===== src/rtl/c2h_frame_ring_ctrl.sv =====
// C2H write-side ring manager: gives each captured frame one DDR slot,
// issues one DMA write per frame, and advances C2H_WR_NEXT on completion.
//
// Ports:
//   s_axi_aclk, s_axi_areset  clock, synchronous active-high reset
//   frm_valid/frm_len/frm_ready  frame hand-off from the capture datapath
//   cmd_valid/cmd_ready/cmd_addr/cmd_len  write command to the DDR DMA
//   wr_done  DMA completion pulse for the outstanding command
//   C2H_RD_NEXT / C2H_WR_NEXT  host read / FPGA write ring pointers
//   ring_full, ring_empty  registered ring occupancy flags
//   frm_cnt  committed frame count, err_oversize  sticky oversize flag
//   drop_cnt  frames discarded on a full ring (C2H_DROP_ON_FULL_EN only)
//
// Build option: define C2H_DROP_ON_FULL_EN to discard frames offered while
// the ring is full instead of back-pressuring the capture side.
module c2h_frame_ring_ctrl #(
    parameter logic [31:0] BUF_START = 32'h0000_0000,
    parameter logic [31:0] BUF_END   = 32'h1000_0000,
    parameter logic [31:0] FRM_SIZE  = 32'd2048
) (
    input  logic        s_axi_aclk,
    input  logic        s_axi_areset,
    input  logic        frm_valid,
    input  logic [15:0] frm_len,
    output logic        frm_ready,
    output logic        cmd_valid,
    input  logic        cmd_ready,
    output logic [31:0] cmd_addr,
    output logic [15:0] cmd_len,
    input  logic        wr_done,
    input  logic [31:0] C2H_RD_NEXT,
    output logic [31:0] C2H_WR_NEXT,
    output logic        ring_full,
    output logic        ring_empty,
    output logic [31:0] frm_cnt,
    output logic        err_oversize
`ifdef C2H_DROP_ON_FULL_EN
    ,
    output logic [31:0] drop_cnt
`endif
);

    localparam logic [1:0] S_IDLE  = 2'd0;
    localparam logic [1:0] S_ISSUE = 2'd1;
    localparam logic [1:0] S_WAIT  = 2'd2;
    localparam logic [1:0] S_ADV   = 2'd3;

    logic [1:0]  state_q, state_d;
    logic [31:0] wr_ptr_q, wr_ptr_d;
    logic [31:0] addr_q, addr_d;
    logic [15:0] len_q, len_d;
    logic [31:0] cnt_q, cnt_d;
    logic        err_q, err_d;
    logic        full_q, empty_q;

    logic [32:0] sum;
    logic [31:0] nxt;
    logic        full;
    logic        oversize;
    logic [15:0] len_clamped;
    logic        accept;
    logic        do_drop;

    // 33-bit sum so a ring ending near 4 GiB still wraps correctly
    assign sum         = {1'b0, wr_ptr_q} + {1'b0, FRM_SIZE};
    assign nxt         = (sum >= {1'b0, BUF_END}) ? BUF_START : sum[31:0];
    assign full        = (nxt == C2H_RD_NEXT);
    assign oversize    = ({16'd0, frm_len} > FRM_SIZE);
    assign len_clamped = oversize ? FRM_SIZE[15:0] : frm_len;

`ifdef C2H_DROP_ON_FULL_EN
    logic [31:0] drop_q, drop_d;
    assign do_drop = full;
    assign accept  = !s_axi_areset && (state_q == S_IDLE) && frm_valid;
    assign drop_d  = drop_q + {31'd0, accept && do_drop};
`else
    assign do_drop = 1'b0;
    assign accept  = !s_axi_areset && (state_q == S_IDLE) && frm_valid
                     && !full;
`endif

    always_comb begin
        state_d  = state_q;
        wr_ptr_d = wr_ptr_q;
        addr_d   = addr_q;
        len_d    = len_q;
        cnt_d    = cnt_q;
        err_d    = err_q;
        unique case (state_q)
            S_IDLE: begin
                if (accept) begin
                    if (oversize) begin
                        err_d = 1'b1;
                    end
                    // zero-length and dropped frames are consumed in place
                    if (!do_drop && frm_len != 16'd0) begin
                        addr_d  = wr_ptr_q;
                        len_d   = len_clamped;
                        state_d = S_ISSUE;
                    end
                end
            end
            S_ISSUE: begin
                if (cmd_ready) begin
                    state_d = S_WAIT;
                end
            end
            S_WAIT: begin
                if (wr_done) begin
                    state_d = S_ADV;
                end
            end
            S_ADV: begin
                wr_ptr_d = nxt;
                cnt_d    = cnt_q + 32'd1;
                state_d  = S_IDLE;
            end
            default: state_d = S_IDLE;
        endcase
    end

    always_ff @(posedge s_axi_aclk) begin
        if (s_axi_areset) begin
            state_q  <= S_IDLE;
            wr_ptr_q <= BUF_START;
            addr_q   <= 32'd0;
            len_q    <= 16'd0;
            cnt_q    <= 32'd0;
            err_q    <= 1'b0;
            full_q   <= 1'b0;
            empty_q  <= 1'b1;
        end else begin
            state_q  <= state_d;
            wr_ptr_q <= wr_ptr_d;
            addr_q   <= addr_d;
            len_q    <= len_d;
            cnt_q    <= cnt_d;
            err_q    <= err_d;
            full_q   <= full;
            empty_q  <= (wr_ptr_q == C2H_RD_NEXT);
        end
    end

`ifdef C2H_DROP_ON_FULL_EN
    always_ff @(posedge s_axi_aclk) begin
        if (s_axi_areset) begin
            drop_q <= 32'd0;
        end else begin
            drop_q <= drop_d;
        end
    end
    assign drop_cnt = drop_q;
`endif

    assign frm_ready    = accept;
    assign cmd_valid    = (state_q == S_ISSUE);
    assign cmd_addr     = addr_q;
    assign cmd_len      = len_q;
    assign C2H_WR_NEXT  = wr_ptr_q;
    assign ring_full    = full_q;
    assign ring_empty   = empty_q;
    assign frm_cnt      = cnt_q;
    assign err_oversize = err_q;

endmodule


===== config.mk =====
export PLATFORM = sky130hd
export DESIGN_NAME = c2h_frame_ring_ctrl
export DESIGN_NICKNAME = d
export VERILOG_FILES = /design/src/rtl/c2h_frame_ring_ctrl.sv
export SDC_FILE = /design/constraint.sdc
export NUM_CORES = 1
export LEC_CHECK = 0
export CAP_MARGIN = 20
export CORE_AREA = 2 2 118 108
export CTS_CLUSTER_DIAMETER = 30
export DETAILED_ROUTE_END_ITERATION = 6
export DIE_AREA = 0 0 120 110
export GPL_TIMING_DRIVEN = 0
export PLACE_DENSITY = 0.94
export SYNTH_ARGS = -nofsm -noshare
export SYNTH_HDL_FRONTEND = slang
export SYNTH_SLANG_ARGS = --single-unit

===== constraint.sdc =====
create_clock -name s_axi_aclk -period 12.8 [get_ports s_axi_aclk]
set_clock_uncertainty 0.2 [all_clocks]
set_input_delay 3.84 -clock s_axi_aclk [delete_from_list [all_inputs] [get_ports s_axi_aclk]]
set_output_delay 3.84 -clock s_axi_aclk [all_outputs]
set_load 0.02 [all_outputs]

=== Word level (Yosys, flattened, before mapping) ===
Index checks and enable logic that the tools add are counted.

* Flip-flop bits (word level): 117
* Output and inout bits: 117
* Bits of input ports: 53
* Word-level logic and storage cells: 38

* Eq/ne operators: 9
* Reduce and logical (&&, ||, !) cells: 10
* Magnitude comparators: 2
* Multiplexer cells: 7
* Add/subtract/negate cells: 2

{| class="wikitable"
|+ Operators by type and width
! cell !! number
|-
| $eq A32 B32 Y1 || 2
|-
| $add A32 B12 Y33 const B || 1
|-
| $ge A33 B29 Y1 const B || 1
|-
| $add A32 B1 Y32 const B || 1
|-
| $mux W32 || 1
|-
| $gt A16 B12 Y1 const B || 1
|-
| $mux W16 || 1
|-
| $reduce_bool A16 Y1 || 1
|-
| $mux W2 || 4
|-
| $pmux W2 S4 || 1
|-
| $reduce_and A3 Y1 || 2
|-
| $eq A2 B2 Y1 const B || 2
|-
| $ne A2 B1 Y1 const B || 2
|-
| $ne A2 B2 Y1 const B || 2
|-
| $reduce_and A4 Y1 || 1
|-
| $logic_and A1 B1 Y1 || 3
|-
| $eq A2 B1 Y1 const B || 1
|-
| $logic_not A1 Y1 || 2
|-
| $logic_not A2 Y1 || 1
|}

=== Longest topological paths before layout ===
Gate-level depths: netlist of run 1.

* Word-level depth: 8
* Gate-level depth with buffers: 14
* Mapped depth without buffers: 10

=== Least setup slack after synthesis of run 1 ===
Ideal clock, no wire load.

* Kind: in2out
* From: in C2H_RD_NEXT[16]
* To: out frm_ready
* Data arrival time: 5.784 ns
* Path buffers: 3
* Path slack: 2.976 ns
* Cell stages on the path: 9
* Data required time: 8.760 ns
* Cell sequence: clkbuf_1 or4_1 o311ai_0 nand4_1 a211oi_2 a41o_1 buf_4 buf_6 nor2_1

* Longest elaborated chain between the ends: 3

{| class="wikitable"
|+ Ends and longest elaborated chain
! element !! RTL line !! source
|-
| start: declaration || 31 || <nowiki>input logic [31:0] C2H_RD_NEXT,</nowiki>
|-
| $eq A32 B32 Y1 || 67 || <nowiki>assign full = (nxt == C2H_RD_NEXT);</nowiki>
|-
| $logic_not A1 Y1 || 79 || <nowiki>&& !full;</nowiki>
|-
| $logic_and A1 B1 Y1 || 79 ||
|-
| end: declaration || 25 || <nowiki>output logic frm_ready,</nowiki>
|}

Every way passes these cells.

=== Final worst setup path of run 1 ===
* From: in C2H_RD_NEXT[4]
* To: out frm_ready

Same word-level chain as after synthesis.

==> flow_results.org, run 1 <==
** Job
- The tool flagged a number of max-cap violations equal to 0.

** Worst setup path
- The critical path in this run is classified as in2out.
- The worst setup path is launched from a primary input.
- Data on the critical path arrives at its endpoint at 7.13 ns.
- In this run the critical register-to-register path is launched from C2H_WR_NEXT[12].
- Category of the worst setup path capture point :: primary output
- STA puts the critical path data required time at 8.76 ns.
- Highest net fanout along the worst path :: 10
- Flop-to-flop setup slack :: 8.55 ns
- The number of cells on the worst reg-to-reg path is 13.
- RR Endpoint :: cmd_addr[28]

** Drt
- Overall routed net length :: 21600 um
- DR pass1 iterations :: 6
- Via count :: 6712
- Wire length per cell after detailed routing :: 19.5 um
- Drt initial violations :: 849
- Number of design rule violations left after detail routing :: 0
- DRT antenna net count :: 0
- Via density per instance :: 6.06

** Cells and area
- Leaving out fill and tap cells, the most frequent cells in the layout are 167 x clkdlybuf4s50_1, 117 x dfxtp_1, 76 x a21oi_1, 61 x o21ai_0, 56 x nand3_1.
- Final instance area :: 0.00860 mm2
- Compared with the post-synthesis result, the final layout area differs by 41.0%.
- Leaving out fill and tap cells, the most frequent cell in the layout is clkdlybuf4s50_1.
- Filler Cell Count :: 851
- After the flow finishes, the layout carries non-filler instances totaling 1108.
- Net count reported at finish :: 996
- The number of antenna diodes in the final layout is 0.
- Fraction of final layout cells sized beyond drive strength 1 :: 6.96%
- Core occupancy in the finished layout :: 72.1%

** Pwr
- Share of total power in combinational logic :: 15.5%
- Share of power burned in registers :: 35.7%
- Maximum VDD drop :: 0.000131 V
- Switch Pwr :: 0.285 mW
- Leak :: 2.91 nW
- Sum of internal, switching and leakage power :: 1.05 mW
- Sw frac :: 27.1%
- Cell internal power was estimated by the tool at 0.767 mW.
- For this design the ratio of total power to cell area is 122 mW/mm2.
- Of the total power, the clock network draws 48.7%.

** Synthesis
- In the synthesized netlist, the number of instances is 750.
- Yosys mapped a number of flops with a built-in enable equal to 0.
- Yosys mapped the design onto 67 distinct sky130hd cell types.
- Post-synthesis cell area :: 0.00610 mm2
- Top cell type's share of synthesized area :: 38.4%
- After synthesis, flip-flops and latches occupy 38.4% of the total area.
- Yosys Warn Count :: 0
- In the synthesized netlist the async set-or-reset flop fraction comes to 0%.
- Most used DFF post-synth :: dfxtp_1
- Syn_nets :: 810
- Mean area per synthesized cell :: 8.13 um2
- Cell types with the largest area share after synthesis :: dfxtp_1 38%, a21oi_1 6.2%, o21ai_0 5.0%
- Post-synthesis sequential element count :: 117
- Cell type contributing the most total cell area after synthesis :: dfxtp_1

** Clocking
- The tree is rooted in a clkbuf_16.
- The later pin in the worst-skew pair is clocked with a latency of 0.42 ns.
- Clock input transition at the sequential cells of the worst setup and hold paths :: 0.05 ns
- In this run, CTS created clock tree buffers numbering 17.
- Number of levels in the clock H-tree :: 4
- In this run the post-CTS setup repair buffer count came out at 0.
- TritonCTS built the clock tree.
- Counting along the longest clock path gives a buffer depth of 2.
- Buffers inserted to repair hold after CTS numbered 0.
- The clock drives 117 sinks.
- Resized cells post-CTS :: 0

** GRT
- The total overflow left after global routing is 0.
- Number of antenna violations at the first check in global routing :: 0
- Aggregate global-route resource usage :: 31.9%
- Largest net degree at the start of global routing :: 17
- Via count of the first global-routing pass :: 6340
- First-pass GRT wire length :: 32900 um

** STA
- Unrepaired setup endpoints after global routing :: false
- The number of hold violations in the final report was 0.
- Final setup fails :: 0
- Tcrit/Tclk final :: 87.3%
- The worst path in the final design needs a cycle of 11.17 ns, including I/O delays and setup.
- Adding up every negative setup slack in the final design gives 0 ns.
- Transition time at the pin with the least slew margin :: 0.899 ns
- The final count of pins violating max slew came to 0.
- In this run the tightest slew margin relative to its limit is 39.5%.
- Peak Freq :: 89.5 MHz

** Placement
- Cell area after placement :: 0.00797 mm2
- Once placement completed, the tool counted placed cells totaling 1077.
- Detailed placement ended at an HPWL of 15100 um.
- Input and output buffers added on the ports amount to 167.
- The congestion estimate from routability-driven global placement came to 0.985.

** Die
- The initial utilization of the core area, before any placement, comes to 51.1%.
- Die outline height :: 110 um
- The die is 120 um wide.
- Ports :: 170
- Overall die area :: 0.0132 mm2
- Row generation in the floorplan step produced 38 rows.
- Core Footprint :: 0.0119 mm2

** Worst hold path
- Hold Startpoint :: cmd_len[7]
- The worst hold path terminates at cmd_len[7].
- The worst hold path was traced through 2 stages.
- The path class of the tightest hold or removal check is reg2reg.

** Status
- Run status :: complete, no violations
logic make-up (layout without fill, tap and decap cells):
family          Yosys count  in the layout  synth area share, %
compound gates          187            187                 18.2
xor+xnor                 64             64                 9.42
fa+ha+maj                 7              7                 1.44
buf+inv                  78            276                 5.85
mux                       3              3                0.493
simple gates            294            294                 26.2
flops                   117            117                 38.4
how the worst max path moves through the flow:
| stage | slack [ns] | endpoint | depth (start not counted) | startpoint |
|---|---|---|---|---|
| 2_1_floorplan | 2.98 | frm_ready | 9 | C2H_RD_NEXT[16] |
| 3_3_place_gp | 1.67 | frm_ready | 12 | C2H_RD_NEXT[6] |
| 3_5_place_dp | 1.70 | frm_ready | 12 | C2H_RD_NEXT[6] |
| 4_1_cts | 1.68 | frm_ready | 12 | C2H_RD_NEXT[6] |
| 5_1_grt | 1.42 | frm_ready | 12 | C2H_RD_NEXT[6] |
| 6_report | 1.63 | frm_ready | 12 | C2H_RD_NEXT[4] |
area by class of cell:
| cell class | instances | area (um2) | area share (%) |
|---|---|---|---|
| timing repair buffer | 167 | 1670 | 19.4 |
| buffer | 56 | 274 | 3.19 |
| inverter | 22 | 82.6 | 0.960 |
| multi-input combinational | 555 | 3400 | 39.5 |
| clock buffer | 19 | 453 | 5.27 |
| tap | 160 | 200 | 2.33 |
| sequential | 117 | 2340 | 27.2 |
| clock inverter | 12 | 178 | 2.07 |
worst max-delay path, cell delays in order:
cell	delay [ns]
clkdlybuf4s50_1	0.49
nor2b_1	0.17
a2111oi_0	0.35
nand4_1	0.26
a311oi_1	0.30
nand4_1	0.13
a211oi_2	0.38
a41o_1	0.25
buf_4	0.19
buf_6	0.16
nor2_1	0.05
clkdlybuf4s50_1	0.55
metal layers:
layer / global-route usage [%] / vias up / wire length [um]
met5: 0 / - / 0
met4: 13.2 / 0 / 654
met3: 9.52 / 65 / 2310
met2: 53.2 / 404 / 10200
met1: 38.8 / 3175 / 8410
li1: - / 3068 / -
cell usage after synthesis, types with 2 or more instances:
cell type,n
dfxtp_1,117
a21oi_1,76
o21ai_0,61
nand3_1,56
nor2_1,55
nand2_1,41
xor2_1,34
clkbuf_1,30
nand4_1,30
xnor2_1,29
inv_1,22
buf_2,17
and2_1,16
nor3_1,16
nor4_1,16
or3_1,12
nand2b_1,11
o21ai_1,8
ha_1,7
nor2b_1,7
and3_1,6
a22oi_1,5
buf_6,5
nand3b_1,5
nor3b_1,5
nor4b_1,5
a2111oi_0,3
a41o_1,3
and4_1,3
mux2i_1,3
o2111ai_1,3
or4_1,3
buf_1,2
o21a_1,2
o22ai_1,2
o32ai_1,2
or2_2,2
stage by stage:
stage          hold slack, ns  setup WS (ns)
2_1_floorplan           0.281           2.98
3_3_place_gp            0.253           1.67
3_5_place_dp            0.265           1.70
6_report                0.271           1.63
5_1_grt                 0.297           1.42
4_1_cts                 0.272           1.68
power groups by stage:
| stage | registers, mW | logic, mW | clock network, mW |
|---|---|---|---|
| after floorplan | 0.386 | 0.0924 | 0 |
| after global placement | 0.383 | 0.153 | 0 |
| after detailed placement | 0.383 | 0.157 | 0 |
| after CTS | 0.376 | 0.159 | 0.512 |
| after global routing | 0.377 | 0.175 | 0.531 |
| final | 0.376 | 0.164 | 0.513 |
sequential cells by signal (all words and copies together) (netlist names):
signal / flops
C2H_WR_NEXT: 32
state_q: 2
cmd_addr: 32
cmd_len: 16
ring_empty: 1
ring_full: 1
frm_cnt: 32
err_oversize: 1
(Power assumes the default switching activity.)
==> inputs of run 2 (changes only) <==
CORE_AREA = 2 2 114 105   (was 2 2 118 108)
DIE_AREA = 0 0 116 107   (was 0 0 120 110)
DONT_BUFFER_PORTS = 1   (was unset)
PLACE_DENSITY = 0.8   (was 0.94)
==> run 2 against run 1 <==
  * Routed wire length fell by 9.3%
  * Clock power fell by 8.4%
  * Final area fell by 20%
  * Non-clock buffer count fell by 167
  * Critical path depth fell by 2
  * Sequential cell count did not move
  * Die area fell by 6.0%
  * Core utilization fell by 11 points
  * Largest cell class unchanged
==> flow_results.org, run 2 (same netlist as run 1, synthesis figures left out) <==
** Clocking
- Clock insertion delay at the later pin of the skew report :: 0.42 ns (about the same)
- The number of buffers added to fix hold violations after cts came to 0 (unchanged).
- The number of instances resized during post-cts repair is 0 (unchanged).
- The clock tree root buffer cell is clkbuf_16 (unchanged).
- CTS buffer count :: 17 (unchanged)
- Post-CTS Setup Inserts :: 0 (unchanged)
- The clock-pin slew of the registers on the worst-case setup and hold paths was 0.05 ns (about the same).
- The number of levels the H-tree was split into was 4 (unchanged).
- CTS sink count :: 117 (unchanged)
- Maximum root-to-sink buffer count :: 2 (unchanged)
- CTS tree :: yes (unchanged)

** Worst setup path
- The kind of launch point of the worst setup path is a primary input (unchanged).
- The register-to-register setup slack is 8.31 ns (was 8.55 ns).
- The launch point of the worst reg-to-reg path is C2H_WR_NEXT[12] (unchanged).
- Required time reported for the critical path endpoint :: 8.76 ns (about the same)
- The destination of the worst register-to-register timing path was cmd_addr[9] (was cmd_addr[28]).
- Data arrival, critical path :: 6.26 ns (was 7.13 ns)
- Worst reg2reg path depth :: 13 (unchanged)
- Critical path class :: in2out (unchanged)
- The endpoint kind of the worst setup timing path was a primary output (unchanged).
- Highest net fanout along the worst path :: 10 (unchanged)

** Drt
- Overall routed net length :: 19600 um (was 21600 um)
- Number of design rule violations left after detail routing :: 0 (unchanged)
- The via density per instance came to 6.36 (was 6.06).
- The number of detailed-route iterations in the first pass was 7 (was 6).
- DRT antenna net count :: 0 (unchanged)
- Drt initial violations :: 585 (was 849)
- Via count :: 5955 (was 6712)
- Wire length per cell after detailed routing :: 20.9 um (was 19.5 um)

** Pwr
- The worst supply voltage drop on vdd came to 0.000113 V (was 0.000131 V).
- The leakage power total came to 2.31 nW (was 2.91 nW).
- The switching power share of the total is 26.7% (was 27.1%).
- Share of power burned in registers :: 39.0% (was 35.7%)
- Share of total power in the clock network :: 48.1% (was 48.7%)
- Sum of internal, switching and leakage power :: 0.977 mW (was 1.05 mW)
- Power per cell area :: 142 mW/mm2 (was 122 mW/mm2)
- Share of total power in combinational logic :: 12.9% (was 15.5%)
- Internal power contribution :: 0.716 mW (was 0.767 mW)
- The switching power of the nets was 0.261 mW (was 0.285 mW).

** GRT
- The pin count of the biggest net entering global routing came to 17 (unchanged).
- Aggregate global-route resource usage :: 30.9% (was 31.9%)
- Via count of the first global-routing pass :: 5664 (was 6340)
- Number of antenna violations at the first check in global routing :: 0 (unchanged)
- First-pass GRT wire length :: 29400 um (was 32900 um)
- Remaining global-route overflow :: 0 (unchanged)

** STA
- The final count of pins violating max slew was 0 (unchanged).
- The final period demand of the worst path came to 10.30 ns (was 11.17 ns).
- Worst rel slew slack :: 46.6% (was 39.5%)
- The actual slew at the worst max-slew pin came to 0.794 ns (was 0.899 ns).
- The highest achievable clock rate was 97.1 MHz (was 89.5 MHz).
- The number of hold violations in the final report was 0 (unchanged).
- Final setup fails :: 0 (unchanged)
- The final-layout setup total negative slack came to 0 ns (unchanged).
- The post-route worst hold slack came to 0.354 ns (was 0.271 ns).
- Unrepaired setup endpoints after global routing :: false (unchanged)
- Tcrit/Tclk final :: 80.5% (was 87.3%)

** Placement
- Placer's final routability congestion estimate :: 0.963 (was 0.985)
- Count of buffers from port buffering :: 0 (was 167)
- DPL Wire Length :: 14500 um (was 15100 um)
- Cells after DPL :: 906 (was 1077)

** Die
- The number of top-level design ports was 170 (unchanged).
- The total number of placement rows was 37 (was 38).
- Die outline height :: 107 um (was 110 um)
- The effective utilization at floorplan is 54.4% (was 51.1%).
- Core Footprint :: 0.0112 mm2 (was 0.0119 mm2)
- Horizontal extent of the die :: 116 um (was 120 um)
- The overall die area is 0.0124 mm2 (was 0.0132 mm2).

** Job
- The max-capacitance violation count was 0 (unchanged).

** Worst hold path
- WHS Path Cells :: 2 (unchanged)
- The hold path endpoint was state_q[1] (was cmd_len[7]).
- The worst min-delay path startpoint was state_q[1] (was cmd_len[7]).
- The path type of the worst min-delay path was reg2reg (unchanged).

** Cells and area
- The most common cell after layout, fill and taps aside is dfxtp_1 (was clkdlybuf4s50_1).
- The final cell count without fillers was 937 (was 1108).
- The fraction of final layout cells sized beyond drive strength 1 was 8.32% (was 6.96%).
- Commonest cells after routing, fill and taps aside :: 117 x dfxtp_1, 76 x a21oi_1, 61 x o21ai_0, 56 x nand3_1, 55 x nor2_1 (was 167 x clkdlybuf4s50_1, 117 x dfxtp_1, 76 x a21oi_1, 61 x o21ai_0, 56 x nand3_1)
- The layout overhead on the synthesized area came to 12.8% (was 41.0%).
- The number of nets in the layout was 829 (was 996).
- Antenna cells :: 0 (unchanged)

** Status
- Run status: complete, no violations (unchanged).
[run 2: cell types whose count changed in the layout (fill, tap and decap cells not counted)]
cell | previous run | this run
clkbuf_1 | 30 | 31
clkbuf_8 | 2 | 4
clkinvlp_4 | 4 | 1
clkinv_2 | 2 | 5
bufinv_16 | 4 | 2
clkdlybuf4s50_1 | 167 | 0
inv_6 | 1 | 0
[run 2: layout make-up]
type / count / area (um2)
inverters: 22 / 82.6
multi-input cells: 555 / 3400
flip-flops and latches: 117 / 2340
well taps: 156 / 195
clock inverters: 9 / 101
clock buffers: 22 / 484
plain buffers: 56 / 274
fillers: 1009 / 4330
[run 2: how the worst max path moves through the flow]
stage	slack, ns	end	from
2_1_floorplan	2.98	frm_ready	C2H_RD_NEXT[16]
3_3_place_gp	2.58	frm_ready	C2H_RD_NEXT[16]
3_5_place_dp	2.51	frm_ready	C2H_RD_NEXT[6]
4_1_cts	2.51	frm_ready	C2H_RD_NEXT[6]
5_1_grt	2.26	frm_ready	C2H_RD_NEXT[6]
6_report	2.50	frm_ready	C2H_RD_NEXT[6]
[run 2: worst max-delay path, cell delays in order]
cell       delay (ns)
nor2b_1          0.11
a2111oi_0        0.46
nand4_1          0.28
a311oi_1         0.30
nand4_1          0.14
a211oi_2         0.40
a41o_1           0.25
buf_4            0.20
buf_6            0.16
nor2_1           0.11
[run 2: power groups by stage]
stage / clock (mW) / sequential, mW / combinational (mW)
global route: 0.489 / 0.381 / 0.138
CTS: 0.472 / 0.381 / 0.124
finish: 0.470 / 0.381 / 0.126
floorplan: 0 / 0.386 / 0.0924
global placement: 0 / 0.388 / 0.117
detailed placement: 0 / 0.388 / 0.124
[run 2: per-layer routing]
metal  share of wire, %  GRT usage [%]  vias to the layer above  wire length (um)
met5                  0              0                        -                 0
met1                 38           36.4                     2801              7510
li1                   -              -                     2723                 -
met3                 12           12.9                       59              2340
met4                3.2           12.4                        0               628
met2                 47           49.6                      372              9120
[run 2: through the flow]
stage	instance area [um2]	utilization (%)	setup slack [ns]
after CTS	6880	61.4	2.51
final	6880	61.4	2.50
after global routing	6880	61.4	2.26
after floorplan	6100	-	2.98
after detailed placement	6290	56.2	2.51
after global placement	6290	56.2	2.58
